## config.mk

```make
export PLATFORM = sky130hd
export DESIGN_NAME = arpeggiator_n
export DESIGN_NICKNAME = d
export VERILOG_FILES = /design/src/rtl/arpeggiator_n.sv
export SDC_FILE = /design/constraint.sdc
export NUM_CORES = 1
export LEC_CHECK = 0
export CAP_MARGIN = 20
export CORE_MARGIN = 1
export CORE_UTILIZATION = 41
export DETAILED_ROUTE_END_ITERATION = 10
export PLACE_DENSITY = 0.67
export SETUP_SLACK_MARGIN = 0.3
export SKIP_CTS_REPAIR_TIMING = 1
export SLEW_MARGIN = 20
export SYNTH_ARGS = -nofsm -noshare
export SYNTH_HDL_FRONTEND = slang
export SYNTH_SLANG_ARGS = --single-unit
```

## constraint.sdc

```tcl
create_clock -name CLK -period 4.66 [get_ports CLK]
set_input_delay 0.932 -clock CLK [delete_from_list [all_inputs] [get_ports CLK]]
set_output_delay 0.932 -clock CLK [all_outputs]
set_load 0.01 [all_outputs]
```

## src/rtl/arpeggiator_n.sv

```systemverilog
// arpeggiator_n: cycles through held keys one at a time (up/down/up-down); bypasses key-ons when disabled.
// Latency: one registered cycle from keys to out in both bypass and arpeggiate modes.
// No backpressure. Optional key latch is compiled in when ARP_LATCH_EN is defined.
module arpeggiator_n #(
   parameter int NUM_KEYS = 8,
   parameter int CNT_W    = 16,
   parameter int IDX_W    = $clog2(NUM_KEYS)
) (
   input  logic                CLK,
   input  logic                RESET,
   input  logic                Enable,
   input  logic [NUM_KEYS-1:0] keys,
   input  logic [1:0]          mode,
   input  logic [CNT_W-1:0]    step_len,
   input  logic [CNT_W-1:0]    gate_len,
   output logic [NUM_KEYS-1:0] out,
   output logic                step_strobe,
   output logic [IDX_W-1:0]    cur_idx
);

   typedef enum logic [1:0] {RST, BYPASS, WAIT, PLAY} state_t;

   localparam logic [1:0] MODE_DOWN = 2'b01;
   localparam logic [1:0] MODE_UPDN = 2'b10;
   localparam logic       DIR_UP    = 1'b0;
   localparam logic       DIR_DN    = 1'b1;

   state_t              state_q, state_d;
   logic [CNT_W-1:0]    counter_q, counter_d;
   logic [IDX_W-1:0]    cur_idx_q, cur_idx_d;
   logic                dir_q, dir_d;
   logic [NUM_KEYS-1:0] out_q, out_d;
   logic                strobe_q, strobe_d;

   logic [NUM_KEYS-1:0] pattern;
   logic [NUM_KEYS-1:0] above_m, below_m;
   logic                dir_eff;
   logic [IDX_W-1:0]    bnd_idx, start_idx;
   logic                bnd_dir, start_dir;

   function automatic logic [IDX_W-1:0] lowest_set(input logic [NUM_KEYS-1:0] v);
      logic [IDX_W-1:0] r;
      r = '0;
      for (int i = NUM_KEYS - 1; i >= 0; i--) begin
         if (v[i]) r = IDX_W'(i);
      end
      return r;
   endfunction

   function automatic logic [IDX_W-1:0] highest_set(input logic [NUM_KEYS-1:0] v);
      logic [IDX_W-1:0] r;
      r = '0;
      for (int i = 0; i < NUM_KEYS; i++) begin
         if (v[i]) r = IDX_W'(i);
      end
      return r;
   endfunction

`ifdef ARP_LATCH_EN
   // Latched pattern: accumulates while keys are held, survives full release,
   // and is replaced by the first chord pressed after a full release.
   logic [NUM_KEYS-1:0] pattern_q, pattern_d;
   logic                held_q;

   // Next latched pattern; the FSM sees it combinationally so latency matches the unlatched build.
   always_comb begin
      pattern_d = pattern_q;
      if (!Enable) begin
         pattern_d = '0;
      end else if (|keys) begin
         pattern_d = held_q ? (pattern_q | keys) : keys;
      end
   end

   // Latch storage plus a flag remembering whether any key was held last cycle.
   always_ff @(posedge CLK) begin
      if (RESET) begin
         pattern_q <= '0;
         held_q    <= 1'b0;
      end else begin
         pattern_q <= pattern_d;
         held_q    <= |keys;
      end
   end

   assign pattern = pattern_d;
`else
   assign pattern = keys;
`endif

   // Candidate next steps: set bits strictly above/below the current index, wrap targets, start index.
   always_comb begin
      above_m = '0;
      below_m = '0;
      for (int i = 0; i < NUM_KEYS; i++) begin
         above_m[i] = pattern[i] && (i > int'(cur_idx_q));
         below_m[i] = pattern[i] && (i < int'(cur_idx_q));
      end

      // A mode change re-seeds direction at the boundary; up-down keeps its running direction.
      case (mode)
         MODE_DOWN: dir_eff = DIR_DN;
         MODE_UPDN: dir_eff = dir_q;
         default:   dir_eff = DIR_UP;
      endcase

      bnd_idx = cur_idx_q;
      bnd_dir = dir_eff;
      if (dir_eff == DIR_UP) begin
         if (|above_m) begin
            bnd_idx = lowest_set(above_m);
            bnd_dir = DIR_UP;
         end else if (mode == MODE_UPDN && |below_m) begin
            bnd_idx = highest_set(below_m);
            bnd_dir = DIR_DN;
         end else begin
            // Wrap (up mode) or single key left (up-down): restart from the bottom.
            bnd_idx = lowest_set(pattern);
            bnd_dir = (mode == MODE_UPDN) ? DIR_DN : DIR_UP;
         end
      end else begin
         if (|below_m) begin
            bnd_idx = highest_set(below_m);
            bnd_dir = DIR_DN;
         end else if (mode == MODE_UPDN && |above_m) begin
            bnd_idx = lowest_set(above_m);
            bnd_dir = DIR_UP;
         end else begin
            bnd_idx = highest_set(pattern);
            bnd_dir = (mode == MODE_UPDN) ? DIR_UP : DIR_DN;
         end
      end

      start_idx = (mode == MODE_DOWN) ? highest_set(pattern) : lowest_set(pattern);
      start_dir = (mode == MODE_DOWN) ? DIR_DN : DIR_UP;
   end

   // Next-state, step timing and registered output computation.
   always_comb begin
      state_d   = state_q;
      counter_d = counter_q;
      cur_idx_d = cur_idx_q;
      dir_d     = dir_q;
      out_d     = '0;
      strobe_d  = 1'b0;

      case (state_q)
         RST: begin
            state_d   = BYPASS;
            counter_d = '0;
         end
         BYPASS: begin
            counter_d = '0;
            if (Enable) state_d = WAIT;
            else        out_d   = keys;
         end
         WAIT: begin
            counter_d = '0;
            if (!Enable) begin
               state_d = BYPASS;
               out_d   = keys;
            end else if (|pattern) begin
               state_d   = PLAY;
               cur_idx_d = start_idx;
               dir_d     = start_dir;
               strobe_d  = 1'b1;
            end
         end
         PLAY: begin
            if (!Enable) begin
               // Disable wins over a coincident step boundary.
               state_d   = BYPASS;
               counter_d = '0;
               out_d     = keys;
            end else if (~|pattern) begin
               state_d   = WAIT;
               counter_d = '0;
            end else if (counter_q >= step_len) begin
               counter_d = '0;
               cur_idx_d = bnd_idx;
               dir_d     = bnd_dir;
               strobe_d  = 1'b1;
            end else begin
               counter_d = counter_q + 1'b1;
            end
         end
         default: state_d = RST;
      endcase

      // While playing, only the current key may sound, gated by step position and by the key itself.
      if (state_d == PLAY) begin
         out_d[cur_idx_d] = (counter_d < gate_len) && pattern[cur_idx_d];
      end
   end

   // State and output registers with synchronous reset.
   always_ff @(posedge CLK) begin
      if (RESET) begin
         state_q   <= RST;
         counter_q <= '0;
         cur_idx_q <= '0;
         dir_q     <= DIR_UP;
         out_q     <= '0;
         strobe_q  <= 1'b0;
      end else begin
         state_q   <= state_d;
         counter_q <= counter_d;
         cur_idx_q <= cur_idx_d;
         dir_q     <= dir_d;
         out_q     <= out_d;
         strobe_q  <= strobe_d;
      end
   end

   assign out         = out_q;
   assign step_strobe = strobe_q;
   assign cur_idx     = cur_idx_q;

endmodule

```

==> results.md, run 1 <==
Synthesis:
- The cell area that synthesis handed to floorplanning was 2950 um^2.
- The number of nets produced by synthesis is around 490.
- Sorting the synthesized cells by area gives the leading types as dfxtp_1 (21%), ha_1 (15%), inv_1 (5.8%).
- The count of yosys warnings during synthesis is 0.
- The mean instance size in the synthesized netlist is 7.28 um^2.
- The number of enable-type register cells in the synthesized netlist is 0.
- Synthesis inferred 31 register bits.
- The fraction of synthesized cell area taken by the top area cell type is 0.210.
- The number of unique standard cell types used by synthesis is 64.
- The synthesized design spends more area on one cell type than any other, namely dfxtp_1.
- The most common flop cell mapped by yosys is dfxtp_1.
- The instance count of the mapped netlist is 406.
- The fraction of registers with async set/reset is 0.
- The fraction of the yosys area taken by sequential cells is 0.210.

Route:
- The first detailed-routing pass ran for 5 iterations.
- Using the TritonRoute via totals, the vias-per-cell ratio works out to 5.49.
- The amount of wire on met2 after detailed routing is 3.67 mm.
- The met3 wire length is 490 um.
- The total detailed-routing wirelength is 8.20 mm.
- For this run, design rule violations remaining after detail routing come to 0.
- The total number of vias is 3,121.
- Dividing the detail-routed wire length by the instance count gives 14.4 um.
- The detailed router used layers up to and including met4.
- The routed length on met1 is 3.99 mm.
- The detailed router finished its first iteration with 280 violations.
- The detail route stage leaves a number of antenna-violating nets equal to 0.

Power:
- The register share of total power is 0.382.
- VDD sags by at most 0.152 mV.
- The power density over the cells is 185 nW/um^2.
- The total power draw is 0.725 mW.
- The switching power summed over all nets is 0.200 mW.
- The share of total power dissipated in the clock network is 0.384.
- The share of total power dissipated in combinational logic is 0.234.
- The internal power is between 0.5 and 0.6 mW.
- Summed over all cells, the static leakage comes to 1.67 nW.
- Of the total power, the share spent switching nets is 0.275.

Critical path:
- Walking the worst path, the cells encountered are clkdlybuf4s50_1, or4_4, o21ai_2, nor2_1, o211ai_1, buf_4, buf_4, nor2_1, ha_1, a21oi_2, o21ai_1, a21o_1, a21oi_1, o21ai_1, a31oi_2, nand2_2, o41ai_2.
- The slowest stage of the critical path belongs to the cell or4_4.
- STA puts the critical path data required time at 4840 ps.
- The worst setup path is of the in -> reg kind.
- The flop-to-flop setup slack is 1160 ps.
- The peak fanout along the critical path is 6.
- For this run, the slowest stage of the critical path takes approximately 550 ps.
- The type of element capturing the critical path is a flop.
- The sort of element at the start of the critical path is an input port.
- The endpoint arrival time on the critical path is about 4500 ps.

Clocking:
- The buffer levels on the longest clock path is 2.
- The worst-skew pair later-pin latency is 290 ps.
- Clock-pin slew was measured on the worst setup and hold paths at 60 ps.
- Counting the buffers created by CTS gives 5.
- The CTS tree is yes.
- The number of H-tree levels is 2.
- The root buffer cell chosen for the clock tree is clkbuf_8.
- The clock sink total is 31.

Layout:
- The repair_antennas step left the layout with diodes totalling 0.
- The net count of the finished layout is ~550.
- Relative to the synthesized area, the layout overhead comes to 32.6%.
- The proportion of layout cells with a drive suffix above 1 is 0.127.
- In the layout the commonest cells are clkdlybuf4s50_1 (56), inv_1 (46), nand2_1 (41), nor2_1 (37), ha_1 (33).
- Leaving out fill and tap cells, the most frequent cell in the layout is clkdlybuf4s50_1.

GRT:
- The initial antenna violation count is 0.
- For this run, the total global-route usage over all layers was measured as 0.215.
- After global routing the overflow that remains totals 0.
- The global-route wire length before repair is 12.8 mm.
- Entering global routing, the biggest net connects 25 pins.
- The number of global-route vias before repair was 2,718.

Timing:
- In the finished design, the share of the clock period the worst path needs comes to 0.916.
- Headroom to the max-slew limit came out at 0.527.
- For the pin with the worst max-slew slack, the measured transition is 708 ps.
- The total of endpoints with negative setup slack in the final report is 0.
- The total count of max-transition violations in the final report came to 0.
- The setup TNS after final layout is 0 ps.
- Timing would allow up to 234 MHz.
- The number of hold-slack violations in the final timing report is 0.
- On the final layout, the worst clock skew is just over 6 ps.
- The smallest clock period supported by the final layout is computed as 4270 ps.
- Setup repair after global routing left no endpoint under its margin.

Status:
- The run finished with clean final reports.

Floorplanning:
- The die is 86.9 um tall.
- In this run the core area contains 30 standard-cell rows.
- For this configuration, the core starts out at a cell density of 0.430.
- The core region is 6870 um^2.
- The floorplan die width is 86.9 um.
- The number of top-level pins is between 50 and 60.
- The total die area is 7550 um^2.

Placement:
- At the end of routability-driven placement, the weighted congestion stood at 0.932.
- The wire-length estimate of the detail-placed layout is 6.19 mm.
- The number of buffers inserted by port buffering is 56.

Worst hold path:
- The path class of the lowest-slack min-delay path is reg -> reg.

Job:
- The tool flagged a number of max-cap violations equal to 0.
==> synthesized netlist by cell type (4+ instances only) <==
| library cell | n |
|---|---|
| buf_2 | 7 |
| a2111oi_0 | 4 |
| nor3_1 | 20 |
| nor2_1 | 38 |
| and3_1 | 5 |
| nand4_1 | 4 |
| clkbuf_1 | 6 |
| a21oi_1 | 26 |
| and2_1 | 4 |
| ha_1 | 35 |
| nand2b_1 | 4 |
| nand2_1 | 43 |
| xnor2_1 | 5 |
| o41ai_1 | 4 |
| inv_1 | 46 |
| xor2_1 | 9 |
| o31ai_1 | 6 |
| o21ai_0 | 23 |
| nand3_1 | 16 |
| dfxtp_1 | 31 |
==> cell families (layout without fill, tap and decap cells) <==
kind of cell	after synthesis	count (layout)	share of synthesized area
simple gates	152	152	0.242
compound gates	105	105	0.249
buf+inv	64	130	0.0906
fa+ha+maj	35	35	0.148
flops	31	31	0.210
xor+xnor	14	14	0.0415
mux	5	5	0.0178
==> power groups by stage <==
stage | sequential (mW) | clock, mW | combinational (mW)
finish | 0.277 | 0.279 | 0.170
global route | 0.277 | 0.295 | 0.186
CTS | 0.277 | 0.285 | 0.160
detailed placement | 0.283 | 0 | 0.160
global placement | 0.283 | 0 | 0.158
floorplan | 0.279 | 0 | 0.0915
==> metrics by stage <==
step | utilization | setup slack [ps] | instances | hold WS, ps | area (um^2)
final | 0.570 | 392 | 568 | 507 | 3920
after global routing | 0.570 | 233 | 568 | 551 | 3920
after CTS | 0.546 | 266 | 560 | 516 | 3750
after detailed placement | 0.528 | -25.0 | 552 | 500 | 3630
after global placement | 0.528 | 145 | 552 | 486 | 3630
after floorplan | - | 437 | 406 | 464 | 2950
==> cell type report <==
| cell class | count | area [um^2] |
|---|---|---|
| clock buffer | 6 | 82.6 |
| multi-input combinational | 311 | 2180 |
| fill | 644 | 2950 |
| tap | 96 | 120 |
| clock inverter | 2 | 35.0 |
| inverter | 46 | 173 |
| sequential | 31 | 621 |
| timing repair buffer | 76 | 709 |
==> per-layer routing <==
metal,global-route usage,up-vias
met5,0,-
met2,0.323,123
met3,0.0294,8
met1,0.317,1413
met4,0.0591,0
li1,-,1577
==> sequential cells by signal, indices dropped and copies added (netlist names) <==
name / flops
out: 8
cur_idx: 3
counter_q: 16
dir_q: 1
state_q: 2
step_strobe: 1
==> critical path: cells and delay by family <==
kind                     cells  cell delay [ps]
adder cells (fa/ha/maj)      1              340
buffers and inverters        3              760
AND/OR/NAND/NOR              4              850
AO/OA/AOI/OAI                9             1560
==> final timing paths <==
path                   endpoint                    start  cells after the start
max           out[5]$_SDFF_PP0_                  keys[0]                     17
min          dir_q$_SDFFE_PP0P_       dir_q$_SDFFE_PP0P_                      2
max reg2reg   out[5]$_SDFF_PP0_  counter_q[0]$_SDFF_PP0_                     18
min reg2reg  dir_q$_SDFFE_PP0P_       dir_q$_SDFFE_PP0P_                      2
Note: power is estimated with default switching activity, not from simulation.
==> run 2: changes to the inputs <==
- ABC_AREA: not set -> 1
- PLACE_DENSITY: 0.67 -> 0.69
- clock period: 4.66 -> 3.85 ns (I/O delays scaled with it)
==> results.md, run 2 <==
Synthesis:
- The number of enable-type register cells in the synthesized netlist is 0 (unchanged).
- The instance count of the mapped netlist came to 506 (+25%).
- The fraction of the yosys area taken by sequential cells is 0.202 (-0.00829).
- The mean instance size in the synthesized netlist is 6.08 um^2 (-16%).
- After synthesis, the cell types taking the most area are dfxtp_1 (20%), nand2_1 (16%), ha_1 (14%).
- Of all cell types, the one taking the most synthesized area is dfxtp_1.
- The flip-flop and latch count after synthesis was 31 (unchanged).
- The count of yosys warnings during synthesis is 0 (unchanged).
- For this run, the leading register cell type out of synthesis is dfxtp_1.
- The number of nets produced by synthesis is 586 (+21%).
- The area of the mapped netlist is 3080 um^2 (+4.1%).
- The cell with the most instances after synthesis is nand2_1.
- The number of unique standard cell types used by synthesis is 36 (-44%).
- The fraction of synthesized cell area taken by the top area cell type is 0.202 (-0.00829).
- The fraction of registers with async set/reset is 0 (unchanged).
- Ranked by instance count, the synthesized netlist is headed by nand2_1 (127), inv_1 (81), nor2_1 (61).

Critical path:
- The sort of element at the start of the critical path is an input port.
- The peak fanout along the critical path came to 10 (+4).
- The biggest cell delay along the critical path is 200 ps (-350 ps).
- The worst setup path is captured at a flop.
- The required time at the endpoint of the critical path came to 3980 ps (-860 ps).
- The class of the most critical setup path is in -> reg.
- The endpoint arrival time on the critical path is 3570 ps (-880 ps).
- The count of buffer and inverter cells on the critical path is 5 (+2).
- The flop-to-flop setup slack is 570 ps (-590 ps).
- The dominant delay contributor by cell family on the critical path is simple AND/OR/NAND/NOR gates.
- The signal on the critical path passes through dlymetal6s2s_1, inv_2, ha_4, a21o_1, a21oi_2, nand2_1, nand2_2, nand3_2, nor2_2, nand2_2, buf_4, clkbuf_16, nor3_1, ha_1, a21oi_2, nor2_1, a211oi_2, nand2_1, nand4_1, buf_6, nand4_1, a21oi_1.
- The cell with the biggest individual delay on the critical path is ha_1.

Timing:
- The measured slew at the worst slew-check pin is 646 ps (-62.2 ps).
- The tightest slew margin relative to the limit was 0.569 (+0.0421).
- The total count of max-transition violations in the final report came to 0 (unchanged).
- Setup repair after global routing left no endpoint under its margin.
- The number of hold-slack violations in the final timing report is 0 (unchanged).
- The highest clock rate is 291 MHz.
- The maximum clock skew at final layout was 10.2 ps (+3.97 ps).
- In the finished design, the share of the clock period the worst path needs comes to 0.893.
- The setup TNS after final layout is 0 ps (unchanged).
- The total of endpoints with negative setup slack in the final report is 0 (unchanged).
- The clock period could shrink to 3440 ps.

Layout:
- The proportion of layout cells with a drive suffix above 1 is 0.185 (+0.0575).
- counter_q holds more flip-flops than any other register.
- The library cell used most frequently in the layout, excluding fill and tap cells, is nand2_1.
- The combined area of the multi-input logic cells was 2380 um^2 (+9.6%).
- The number of nets in the layout came to 664 (+21%).
- In the layout the commonest cells are nand2_1 (122), inv_1 (71), nor2_1 (53), clkdlybuf4s50_1 (39), nand3_1 (32).
- The area taken by flip-flops and latches was 621 um^2 (unchanged).
- The area growth from synthesis to layout is 42.2%.
- The number of cells in the finished layout apart from fillers came to 684 (+20%).
- The number of flip-flops in the largest register is 16 (unchanged).
- The number of inserted diodes is 0 (unchanged).
- The number of filler instances in the final layout came to 656 (+1.9%).
- The cell area after layout is 4370 um^2 (+12%).

Power:
- The clock group share of total power is 0.330 (-0.054).
- The power density over the cells came to 202 nW/um^2 (+9.3%).
- The net switching share of the total power is 0.319 (+0.0436).
- The combinational share of power is 0.293 (+0.059).
- The switching power summed over all nets was 0.282 mW (+41%).
- The register share of total power was 0.378 (-0.004).
- The static power due to leakage is 2.20 nW (+32%).
- The internal power is 0.603 mW (+15%).
- The maximum ir drop on the vdd rail came to 0.121 mV (-21%).

GRT:
- The number of global-route vias before repair is 3,168 (+17%).
- The initial antenna violation count is 0 (unchanged).
- The global-route wire length before repair is 13.9 mm (+7.9%).
- The final global-route overflow total came to 0 (unchanged).
- The pin count of the biggest net entering global routing is 32 (+28%).
- The global-route usage over all layers is 0.224 (+0.00925).

Placement:
- The instance area after placement is 3850 um^2 (+6.0%).
- The number of buffers inserted by port buffering is 56 (unchanged).
- The half-perimeter wire length after placement is 6.84 mm (+11%).
- The routability congestion estimate was 0.874 (-6.2%).
- The cell count after placement is 668 (+21%).

Route:
- The routed wirelength normalized by instance count is 13.9 um (-3.7%).
- The total detailed-routing wirelength came to 9.51 mm (+16%).
- The total number of vias is 3,514 (+13%).
- The detailed-router iteration count before antenna repair was 5 (unchanged).
- The met3 wire length is 422 um (-14%).
- The detailed router used layers up to and including met4.
- The routed length on met1 came to 4.31 mm (+8.0%).
- The via-per-instance ratio is 5.14 (-6.5%).
- The amount of wire on met2 after detailed routing is 4.66 mm (+27%).
- The residual antenna-violating net count after detailed routing was 0 (unchanged).
- The number of violations reported at the end of detailed-routing iteration 0 is 220 (-21%).
- The remaining design rule violation count is 0 (unchanged).

Job:
- The count of max-cap constraint violations is 0 (unchanged).

Clocking:
- The CTS tree is yes.
- The number of H-tree levels is 2 (unchanged).
- The clock sink total is 31 (unchanged).
- The clock slew seen by the registers of the worst setup and hold paths is 60 ps (about the same).
- The buffer levels on the longest clock path is 2 (unchanged).
- The number of buffers created by CTS is 5 (unchanged).
- The worst-skew pair later-pin latency is 290 ps (about the same).
- The root buffer cell chosen for the clock tree is clkbuf_8.

Floorplanning:
- The number of rows created at floorplan was 31 (+3.3%).
- The height of the die is 88.6 um (+2.0%).
- The total die area came to 7850 um^2 (+4.0%).
- The core area is 7250 um^2 (+5.6%).
- The initial core utilization was 0.424 (-0.00604).
- The floorplan die width was 88.6 um (+2.0%).
- The number of top-level pins is 57 (unchanged).

Status:
- The run finished with clean final reports.

Worst hold path:
- The path class of the lowest-slack min-delay path is reg -> reg.
## run 2: path summary, 6_finish.rpt
kind / cells past startpoint / from / to
worst max-delay path: 22 / step_len[5] / out[7]$_SDFF_PP0_
worst max register to register: 20 / counter_q[5]$_SDFF_PP0_ / out[7]$_SDFF_PP0_
worst min-delay path: 2 / dir_q$_SDFFE_PP0P_ / dir_q$_SDFFE_PP0P_
worst min register to register: 2 / dir_q$_SDFFE_PP0P_ / dir_q$_SDFFE_PP0P_
## run 2: worst min-delay path: cells and delay by family (launching register included)
| kind | cells | cell delay (ps) |
|---|---|---|
| flip-flops | 1 | 330 |
| AO/OA/AOI/OAI | 1 | 60 |
| AND/OR/NAND/NOR | 1 | 70 |
## run 2: cells by family (layout without fill, tap and decap cells)
kind of cell               count (synthesis)  count (layout)  share of synthesized area
AOI/OAI and AO/OA                         59              59                      0.111
and+or+nand+nor                          276             276                      0.396
xor gates and xnor gates                  11              11                     0.0313
adders and majority gates                 35              35                      0.142
DFF                                       31              31                      0.202
buffers and inverters                     94             173                      0.118
## run 2: metal layers
metal,vias to the layer above,global-route usage
met3,16,0.0271
met4,0,0.0601
met2,122,0.385
li1,1785,-
met5,-,0
met1,1591,0.295
## run 2: layout make-up
class,count,share of cell area
Multi-Input combinational cell,381,0.545
Clock buffer,8,0.0229
Sequential cell,31,0.142
Tap cell,99,0.0283
Inverter,86,0.0741
Timing Repair Buffer,79,0.187
## run 2: metrics by stage
stage	total power [mW]	hold slack (ps)	utilization	worst slack, ps
6_report	0.885	497	0.603	410
5_1_grt	0.928	539	0.603	247
3_3_place_gp	0.578	477	0.530	-174
4_1_cts	0.866	511	0.544	31.7
2_1_floorplan	0.477	457	-	496
3_5_place_dp	0.580	494	0.530	-243
## run 2: power by group through the flow
| stage | Clock, mW | Sequential (mW) | Combinational, mW |
|---|---|---|---|
| 4_1_cts | 0.291 | 0.335 | 0.240 |
| 5_1_grt | 0.305 | 0.335 | 0.288 |
| 2_1_floorplan | 0 | 0.341 | 0.136 |
| 3_5_place_dp | 0 | 0.342 | 0.238 |
| 3_3_place_gp | 0 | 0.342 | 0.236 |
| 6_report | 0.292 | 0.334 | 0.259 |
==> run 3: changes to the inputs <==
- TNS_END_PERCENT: not set -> 20
==> results of run 3 <==
Final layout, timing and power as in run 2 (identical DEF).
